File: src/rtl/burst_ram_arbiter.sv
// Two-port round-robin arbiter in front of a burst RAM; moves whole cache lines.
// Latency: write 1 + (N-1) + wait-for-not-busy + 1 cycles; read 1 + RAM latency + N + 1.
// Backpressure: one transaction in flight; other requesters hold valid until their done pulse.
//
// Ports:
//   clk, rst                     clock, synchronous active-high reset
//   req0_*                       instruction-cache line reads (valid/addr in, done/rd_line out)
//   req1_*                       data-cache line reads/writes (valid/cmd/addr/wr_line in, done/rd_line out)
//   ram_cmd/_en/_addr/_wr_data   single-cycle burst command plus serialized write words
//   ram_rd_data/_valid           returned read words, possibly with gaps
//   ram_init_calib, ram_busy     RAM status; both gate new grants
module burst_ram_arbiter #(
  parameter int AddressBitWidth = 4,
  parameter int DataBitWidth    = 64,
  parameter int BurstDataCount  = 4
) (
  input  logic                                     clk,
  input  logic                                     rst,
  input  logic                                     req0_valid,
  input  logic [AddressBitWidth-1:0]               req0_addr,
  output logic                                     req0_done,
  output logic [DataBitWidth*BurstDataCount-1:0]   req0_rd_line,
  input  logic                                     req1_valid,
  input  logic                                     req1_cmd,
  input  logic [AddressBitWidth-1:0]               req1_addr,
  input  logic [DataBitWidth*BurstDataCount-1:0]   req1_wr_line,
  output logic                                     req1_done,
  output logic [DataBitWidth*BurstDataCount-1:0]   req1_rd_line,
  output logic                                     ram_cmd,
  output logic                                     ram_cmd_en,
  output logic [AddressBitWidth-1:0]               ram_addr,
  output logic [DataBitWidth-1:0]                  ram_wr_data,
  output logic [DataBitWidth/8-1:0]                ram_data_mask,
  input  logic [DataBitWidth-1:0]                  ram_rd_data,
  input  logic                                     ram_rd_data_valid,
  input  logic                                     ram_init_calib,
  input  logic                                     ram_busy
);

  localparam int CntW  = $clog2(BurstDataCount);
  localparam int LineW = DataBitWidth * BurstDataCount;
  localparam logic [CntW-1:0] LastCnt = CntW'(BurstDataCount - 1);
  // Clears the in-burst offset bits so every burst starts on a line boundary.
  localparam logic [AddressBitWidth-1:0] AlignMask = ~AddressBitWidth'(BurstDataCount - 1);

  typedef enum logic [2:0] {IDLE, ISSUE, WRITE, WAIT, READ, DONE} state_e;

  state_e                     state_q, state_d;
  logic [CntW-1:0]            cnt_q, cnt_d;
  logic                       grant_q, grant_d;
  logic                       last_grant_q, last_grant_d;
  logic                       wr_q, wr_d;
  logic [AddressBitWidth-1:0] addr_q, addr_d;
  logic [LineW-1:0]           wr_line_q, wr_line_d;
  logic [LineW-1:0]           line_q, line_d;
  logic [LineW-1:0]           rd_line0_q, rd_line0_d;
  logic [LineW-1:0]           rd_line1_q, rd_line1_d;
  logic                       pick;

  // State register
  always_ff @(posedge clk) begin
    if (rst) begin
      state_q      <= IDLE;
      cnt_q        <= '0;
      grant_q      <= 1'b0;
      last_grant_q <= 1'b1;  // port 0 wins the first tie after reset
      wr_q         <= 1'b0;
      addr_q       <= '0;
      wr_line_q    <= '0;
      line_q       <= '0;
      rd_line0_q   <= '0;
      rd_line1_q   <= '0;
    end else begin
      state_q      <= state_d;
      cnt_q        <= cnt_d;
      grant_q      <= grant_d;
      last_grant_q <= last_grant_d;
      wr_q         <= wr_d;
      addr_q       <= addr_d;
      wr_line_q    <= wr_line_d;
      line_q       <= line_d;
      rd_line0_q   <= rd_line0_d;
      rd_line1_q   <= rd_line1_d;
    end
  end

  // Next-state and datapath
  always_comb begin
    state_d      = state_q;
    cnt_d        = cnt_q;
    grant_d      = grant_q;
    last_grant_d = last_grant_q;
    wr_d         = wr_q;
    addr_d       = addr_q;
    wr_line_d    = wr_line_q;
    line_d       = line_q;
    rd_line0_d   = rd_line0_q;
    rd_line1_d   = rd_line1_q;
    // On a tie the port that did not go last wins; otherwise whoever is valid.
    pick = (req0_valid && req1_valid) ? ~last_grant_q : req1_valid;

    unique case (state_q)
      IDLE: begin
        if (ram_init_calib && !ram_busy && (req0_valid || req1_valid)) begin
          grant_d = pick;
          wr_d    = pick & req1_cmd;  // port 0 only ever reads
          addr_d  = (pick ? req1_addr : req0_addr) & AlignMask;
          if (pick & req1_cmd) wr_line_d = req1_wr_line;
          state_d = ISSUE;
        end
      end
      ISSUE: begin
        last_grant_d = grant_q;
        if (wr_q) begin
          cnt_d   = CntW'(1);  // word 0 goes out with the command itself
          state_d = WRITE;
        end else begin
          state_d = READ;
        end
      end
      WRITE: begin
        if (cnt_q == LastCnt) begin
          cnt_d   = '0;
          state_d = WAIT;
        end else begin
          cnt_d = cnt_q + 1'b1;
        end
      end
      WAIT: begin
        if (!ram_busy) state_d = DONE;
      end
      READ: begin
        if (ram_rd_data_valid) begin
          line_d[cnt_q*DataBitWidth +: DataBitWidth] = ram_rd_data;
          if (cnt_q == LastCnt) begin
            cnt_d   = '0;
            state_d = DONE;
            // Publish the completed line now so it is valid alongside done.
            if (grant_q) rd_line1_d = line_d;
            else         rd_line0_d = line_d;
          end else begin
            cnt_d = cnt_q + 1'b1;
          end
        end
      end
      DONE: begin
        cnt_d   = '0;
        state_d = IDLE;
      end
      default: state_d = IDLE;
    endcase
  end

  // Outputs
  always_comb begin
    ram_cmd_en  = 1'b0;
    ram_cmd     = 1'b0;
    ram_addr    = '0;
    ram_wr_data = '0;
    req0_done   = 1'b0;
    req1_done   = 1'b0;
    unique case (state_q)
      ISSUE: begin
        ram_cmd_en = 1'b1;
        ram_cmd    = wr_q;
        ram_addr   = addr_q;
        if (wr_q) ram_wr_data = wr_line_q[DataBitWidth-1:0];
      end
      WRITE: ram_wr_data = wr_line_q[cnt_q*DataBitWidth +: DataBitWidth];
      DONE: begin
        req0_done = ~grant_q;
        req1_done = grant_q;
      end
      default: ;
    endcase
  end

  assign ram_data_mask = '0;
  assign req0_rd_line  = rd_line0_q;
  assign req1_rd_line  = rd_line1_q;

endmodule
File: config.mk
export PLATFORM = sky130hd
export DESIGN_NAME = burst_ram_arbiter
export DESIGN_NICKNAME = d
export VERILOG_FILES = /design/src/rtl/burst_ram_arbiter.sv
export SDC_FILE = /design/constraint.sdc
export NUM_CORES = 2
export LEC_CHECK = 0
export ABC_AREA = 1
export BUFFER_PORTS_ARGS = -buffer_cell sky130_fd_sc_hd__buf_2
export CAP_MARGIN = 30
export CORE_AREA = 2 2 356 358
export CTS_CLUSTER_SIZE = 16
export DETAILED_ROUTE_END_ITERATION = 6
export DIE_AREA = 0 0 358 360
export HOLD_SLACK_MARGIN = 0.12
export PLACE_DENSITY = 0.64
export REMOVE_ABC_BUFFERS = 1
export SYNTH_ARGS = -nofsm -noshare
export SYNTH_HDL_FRONTEND = slang
export SYNTH_SLANG_ARGS = --single-unit
File: constraint.sdc
create_clock -name clk -period 3.4 [get_ports clk]
set_clock_uncertainty 0.1 [all_clocks]
set_input_delay 0.17 -clock clk [delete_from_list [all_inputs] [get_ports clk]]
set_output_delay 0.17 -clock clk [all_outputs]
set_load 0.05 [all_outputs]
After elaboration in Yosys (flattened, before gate mapping)
Cells that the tools add are included.
{ "totals": {"register_bits": 1034, "inputBits": 336, "elab_cells": 65} }
{ "classes": {"addsub": 2, "eq_ne": 12, "shifts": 3, "muxes": 21, "bitwise_logic": 3, "n_reduce_logical": 14} }
{ "ops": {"columns": ["operator", "n"], "rows": [
  ["bitwise mux 256 bit", 1],
  ["variable shift 64 x 34 -> 256 bit (first input constant)", 1],
  ["indexed part select 256 x 9 -> 64 bit", 1],
  ["indexed part select 64 x 34 -> 256 bit", 1],
  ["one-hot mux 64 bit (2 select lines)", 1],
  ["2-to-1 mux 64 bit", 1],
  ["negation 8 -> 34 bit", 1],
  ["2-to-1 mux 3 bit", 6],
  ["one-hot mux 3 bit (5 select lines)", 1],
  ["!= test 2 bit (second input constant)", 6],
  ["2-to-1 mux 4 bit", 2],
  ["one-hot mux 2 bit (4 select lines)", 1],
  ["AND reduction 4 bit", 2],
  ["equality test 3 x 2 -> 1 bit (second input constant)", 2],
  ["equality test 3 bit (second input constant)", 2],
  ["2-to-1 mux 2 bit", 3],
  ["AND reduction 3 bit", 2],
  ["2-to-1 mux 1 bit", 5],
  ["AND reduction 5 bit", 1],
  ["AND reduction 2 bit", 2],
  ["nonzero test 4 bit", 1],
  ["equality test 3 x 1 -> 1 bit (second input constant)", 1],
  ["logical AND 1 bit", 3],
  ["zero test 3 bit", 1],
  ["other kinds (6)", 7]
]} }

Longest topological paths before layout
{ "logic_depth": {"depth_word": 5, "depth_mapped": 12} }

Worst setup path before layout
No wires, ideal clock.
{ "synth_timing": {"kind": "reg2out", "start": "reg state_q[0]", "end": "out ram_wr_data[18]", "t_arrival_ps": 2692, "setup_slack_ps": 438, "stages_incl_launch_ff": 9, "n_path_buf": 2, "cell_sequence": "dfxtp_1 inv_1 nor2_1 nand2_1 inv_1 nand2_1 buf_2 clkbuf_1 o21ai_0"} }
{ "synth_via": {"elab_chain_cells": 2, "word_cells_on_any_way": 3} }
{ "synth_rtl": {"columns": ["element", "line", "rtl"], "rows": [
  ["from (decl)", "48", "state_e state_q, state_d;"],
  ["from (signal assigned)", "74", "state_q <= state_d;"],
  ["equality test 3 x 2 -> 1 bit / equality test 3 x 1 -> 1 bit (equally long branches)", "162", "unique case (state_q)"],
  ["one-hot mux 64 bit (2 select lines) (*)", "162", null],
  ["to (decl)", "32", "output logic [DataBitWidth-1:0] ram_wr_data,"]
]} }
Every way passes the cells marked *; elsewhere a longest branch is shown, timed or not.

Worst setup path in the final report
{ "layout_timing": {"start": "reg last_grant_q", "end": "reg wr_line_q[235]"} }
{ "layout_via": {"elab_chain_cells": 4} }
{ "layout_rtl": {"columns": ["element", "line", "rtl"], "rows": [
  ["from (decl)", "51", "logic last_grant_q, last_grant_d;"],
  ["from (signal assigned)", "77", "last_grant_q <= last_grant_d;"],
  ["NOT 1 bit", "100", "pick = (req0_valid && req1_valid) ? ~last_grant_q : req1_valid;"],
  ["2-to-1 mux 1 bit", "100", null],
  ["bitwise AND 1 bit", "108", "if (pick & req1_cmd) wr_line_d = req1_wr_line;"],
  ["AND reduction 3 bit (no line)", null, null],
  ["to (signal assigned)", "80", "wr_line_q <= wr_line_d;"],
  ["to (decl)", "54", "logic [LineW-1:0] wr_line_q, wr_line_d;"]
]} }
No other way between the ends.
A chain may end at the register's enable or synchronous reset.

==> impl_metrics.toml <==
[run_status]
status = "complete, but fails checks"
violations = "DRC"

[floorplan]
die_h_um = 360
die-area_um2 = 129000
core_um2 = 125000
start_util = 0.350
rows = 130
num_io_pins = 928
die_w_um = 358

[min_path]
hp-start = "req1_wr_line[254]"
worstHoldPathCells = 4
worst_hold_path_type = "input port to flop"
hold_end = "wr_line_q[254]"

[power_and_ir_drop]
p_seq_frac = 0.385
peakVddDrop_mv = 0.542
power_mw = 32.9
p_leak_nw = 26.9
power_density_nw_per_um2 = 550
swShare = 0.332
p_sw_mw = 10.9
internal-power_mw = 22.0
clockPowerShare = 0.386
comb_power_share = 0.229

[clock_network]
cts_buffers = 112
clockBufferDepth = 3
clkTransAtPathRegs_ns = 0.07
clock_sinks = 1034
htreeDepth = 3
cts_tree = "yes"
insertion_delay_ns = 0.72
cts_root_buf = "clkbuf_16"

[routing]
dr.pass1.iters = 7
wl_per_cell_um = 19.8
vias_per_cell = 5.26
drtIter0Drc = 5600
ant_nets = 0
dr_total_vias = 48727
totalWireLength_mm = 184
drc = 28

[synth]
yosys_warnings = 0
yosys-top-cells-count = "nand2_1, dfxtp_1, inv_1"
avgSynthCellArea_um2 = 7.05
yosysSeqAreaShare = 0.474
synth.most_common_cell = "nand2_1"
synth.area.top_cells = "dfxtp_1, a21oi_1, nand2_1"
syn_inst = 6190
synth_cell_types = 21
synth_edf_count = 0
synth_seq_cells = 1034
synth_area_um2 = 43700
synth_top_area_share = 0.474
async_reset_ff_frac = 0
synth_ff_type = "dfxtp_1"
synth_area_leader_cell = "dfxtp_1"

[setup_path]
worstSetupEndpointType = "flop"
cp_slowest_cell = "dlygate4sd3_1"
crit_family = "buffers and inverters"
crit_path_start_kind = "flop"
rr_worst_depth = 8
timing.rr.end = "wr_line_q[235]"
reg2reg_slack_ns = 0.1
worstPathCellList = "nand2_1, nand2_1, nor2_4, buf_16, nand3_1, dlygate4sd3_1, a21oi_1, dlygate4sd3_1"
worstPathMaxFanout = 115
crit-reg2reg-launch = "last_grant_q"
critPathKind = "flop to flop"
crit_required_ns = 4.01
crit_buf_inv = 3
arrival_ns = 3.91
slowest_delay_ns = 0.60

[sta]
slew_headroom = 0.267
hold_viol_final = 0
fin_setup_tns_ns = 0
tightestPinTransition_ns = 1.10
fin_crit_ns = 3.30
finalSetupViolations = 0
drv_slew = 0
fmax_ghz = 0.303
min_period_over_period = 0.971

[global_routing]
grt_overflow = 0
grt_max_degree = 239
grt_pass1_vias = 45767
grt_pass1_wl_mm = 273
antenna_found_initial = 51
track_usage = 0.272

[placed_design]
dp_hpwl_mm = 107
port_buffers = 913
gp_congestion = 0.918

[finish]
drive_gt1_frac = 0.162
nFillCells = 11874
multi_input_area_um2 = 17100
syn_to_final_growth_pct = 36.9
finalNetCount = 7805
seq_area_um2 = 20700

[flow_run]
drv_cap = 0
==> power groups by stage <==
stage | combinational, mW | clock, mW | sequential, mW
final | 7.52 | 12.7 | 12.7
after global routing | 8.09 | 13.3 | 12.7
after CTS | 7.08 | 12.8 | 12.7
after detailed placement | 6.57 | 0 | 12.9
after global placement | 6.46 | 0 | 12.9
after floorplan | 3.75 | 0 | 13.0
==> sequential cells by signal, summed over array words and instances, names as in the netlist <==
name,cells
cnt_q,2
state_q,3
req1_rd_line,256
wr_line_q,256
wr_q,1
addr_q,2
last_grant_q,1
line_q,256
grant_q,1
req0_rd_line,256
==> cell usage in the layout, fill, tap and decap left out, drive strengths merged <==
master,count
buf,1016
nor2,337
a21oi,967
clkbuf,181
bufinv,4
conb,10
inv,990
nand2,1120
diode,46
o21ai,710
nand3,269
clkinvlp,4
ha,6
nand4,3
a31oi,2
dlygate4sd3,630
clkinv,20
o22ai,256
dfxtp,1034
==> cell type report <==
class                   count  area share
repair buffers           1649       0.204
clock inverters            32     0.00649
diodes                     46     0.00193
clock buffers             178      0.0577
inverters                 986      0.0625
well taps                1650      0.0345
multi-input cells        3680       0.286
flip-flops and latches   1034       0.346
==> layer usage <==
layer  GRT usage  routed length, µm  vias up  share of wire
met5     0.00264                117        -        0.00064
met4       0.168              13200        8          0.072
met3      0.0803              16600      952          0.090
met2       0.420              81300     2726           0.44
met1       0.332              72400    22644           0.39
li1            -                  -    22397              -
==> through the flow <==
step	instances	area, µm²	hold slack, ns	utilization	setup WS, ns
after floorplan	5700	41400	0.139	-	-12.71
final	9255	59800	0.167	0.479	0.0996
after global routing	9238	59700	0.148	0.478	-0.0547
after detailed placement	8364	49400	0.349	0.396	0.582
after CTS	9204	59600	0.120	0.477	0.0740
after global placement	8364	49400	0.341	0.396	0.624
==> what timing repair did <==
action / 4_1_cts / 5_1_grt
setup buffers: 0 / 1
endpoints found under the hold margin: 1020 / 0
gates resized for setup: 0 / 7
setup endpoints to repair: 0 / 9
hold buffers: 630 / 0
==> cells by family after synthesis <==
| group | synth area share |
|---|---|
| compound gates | 0.229 |
| other cells | 0.0000859 |
| simple gates | 0.157 |
| buf+inv | 0.138 |
| fa+ha+maj | 0.00172 |
| flops | 0.474 |
==> worst min-delay path, stage by stage <==
cell and delay (ns):
dlygate4sd3_1 0.55, buf_2 0.13, nand3_1 0.07, a21oi_1 0.06
==> worst max path at each step <==
stage / from / to / depth (start not counted)
floorplan: last_grant_q / wr_line_q[0] / 6
global placement: cnt_q[1] / req0_rd_line[124] / 8
detailed placement: cnt_q[1] / req0_rd_line[118] / 8
CTS: state_q[1] / wr_line_q[235] / 9
global route: last_grant_q / wr_line_q[235] / 8
finish: last_grant_q / wr_line_q[235] / 8
(Power assumes the default switching activity.)
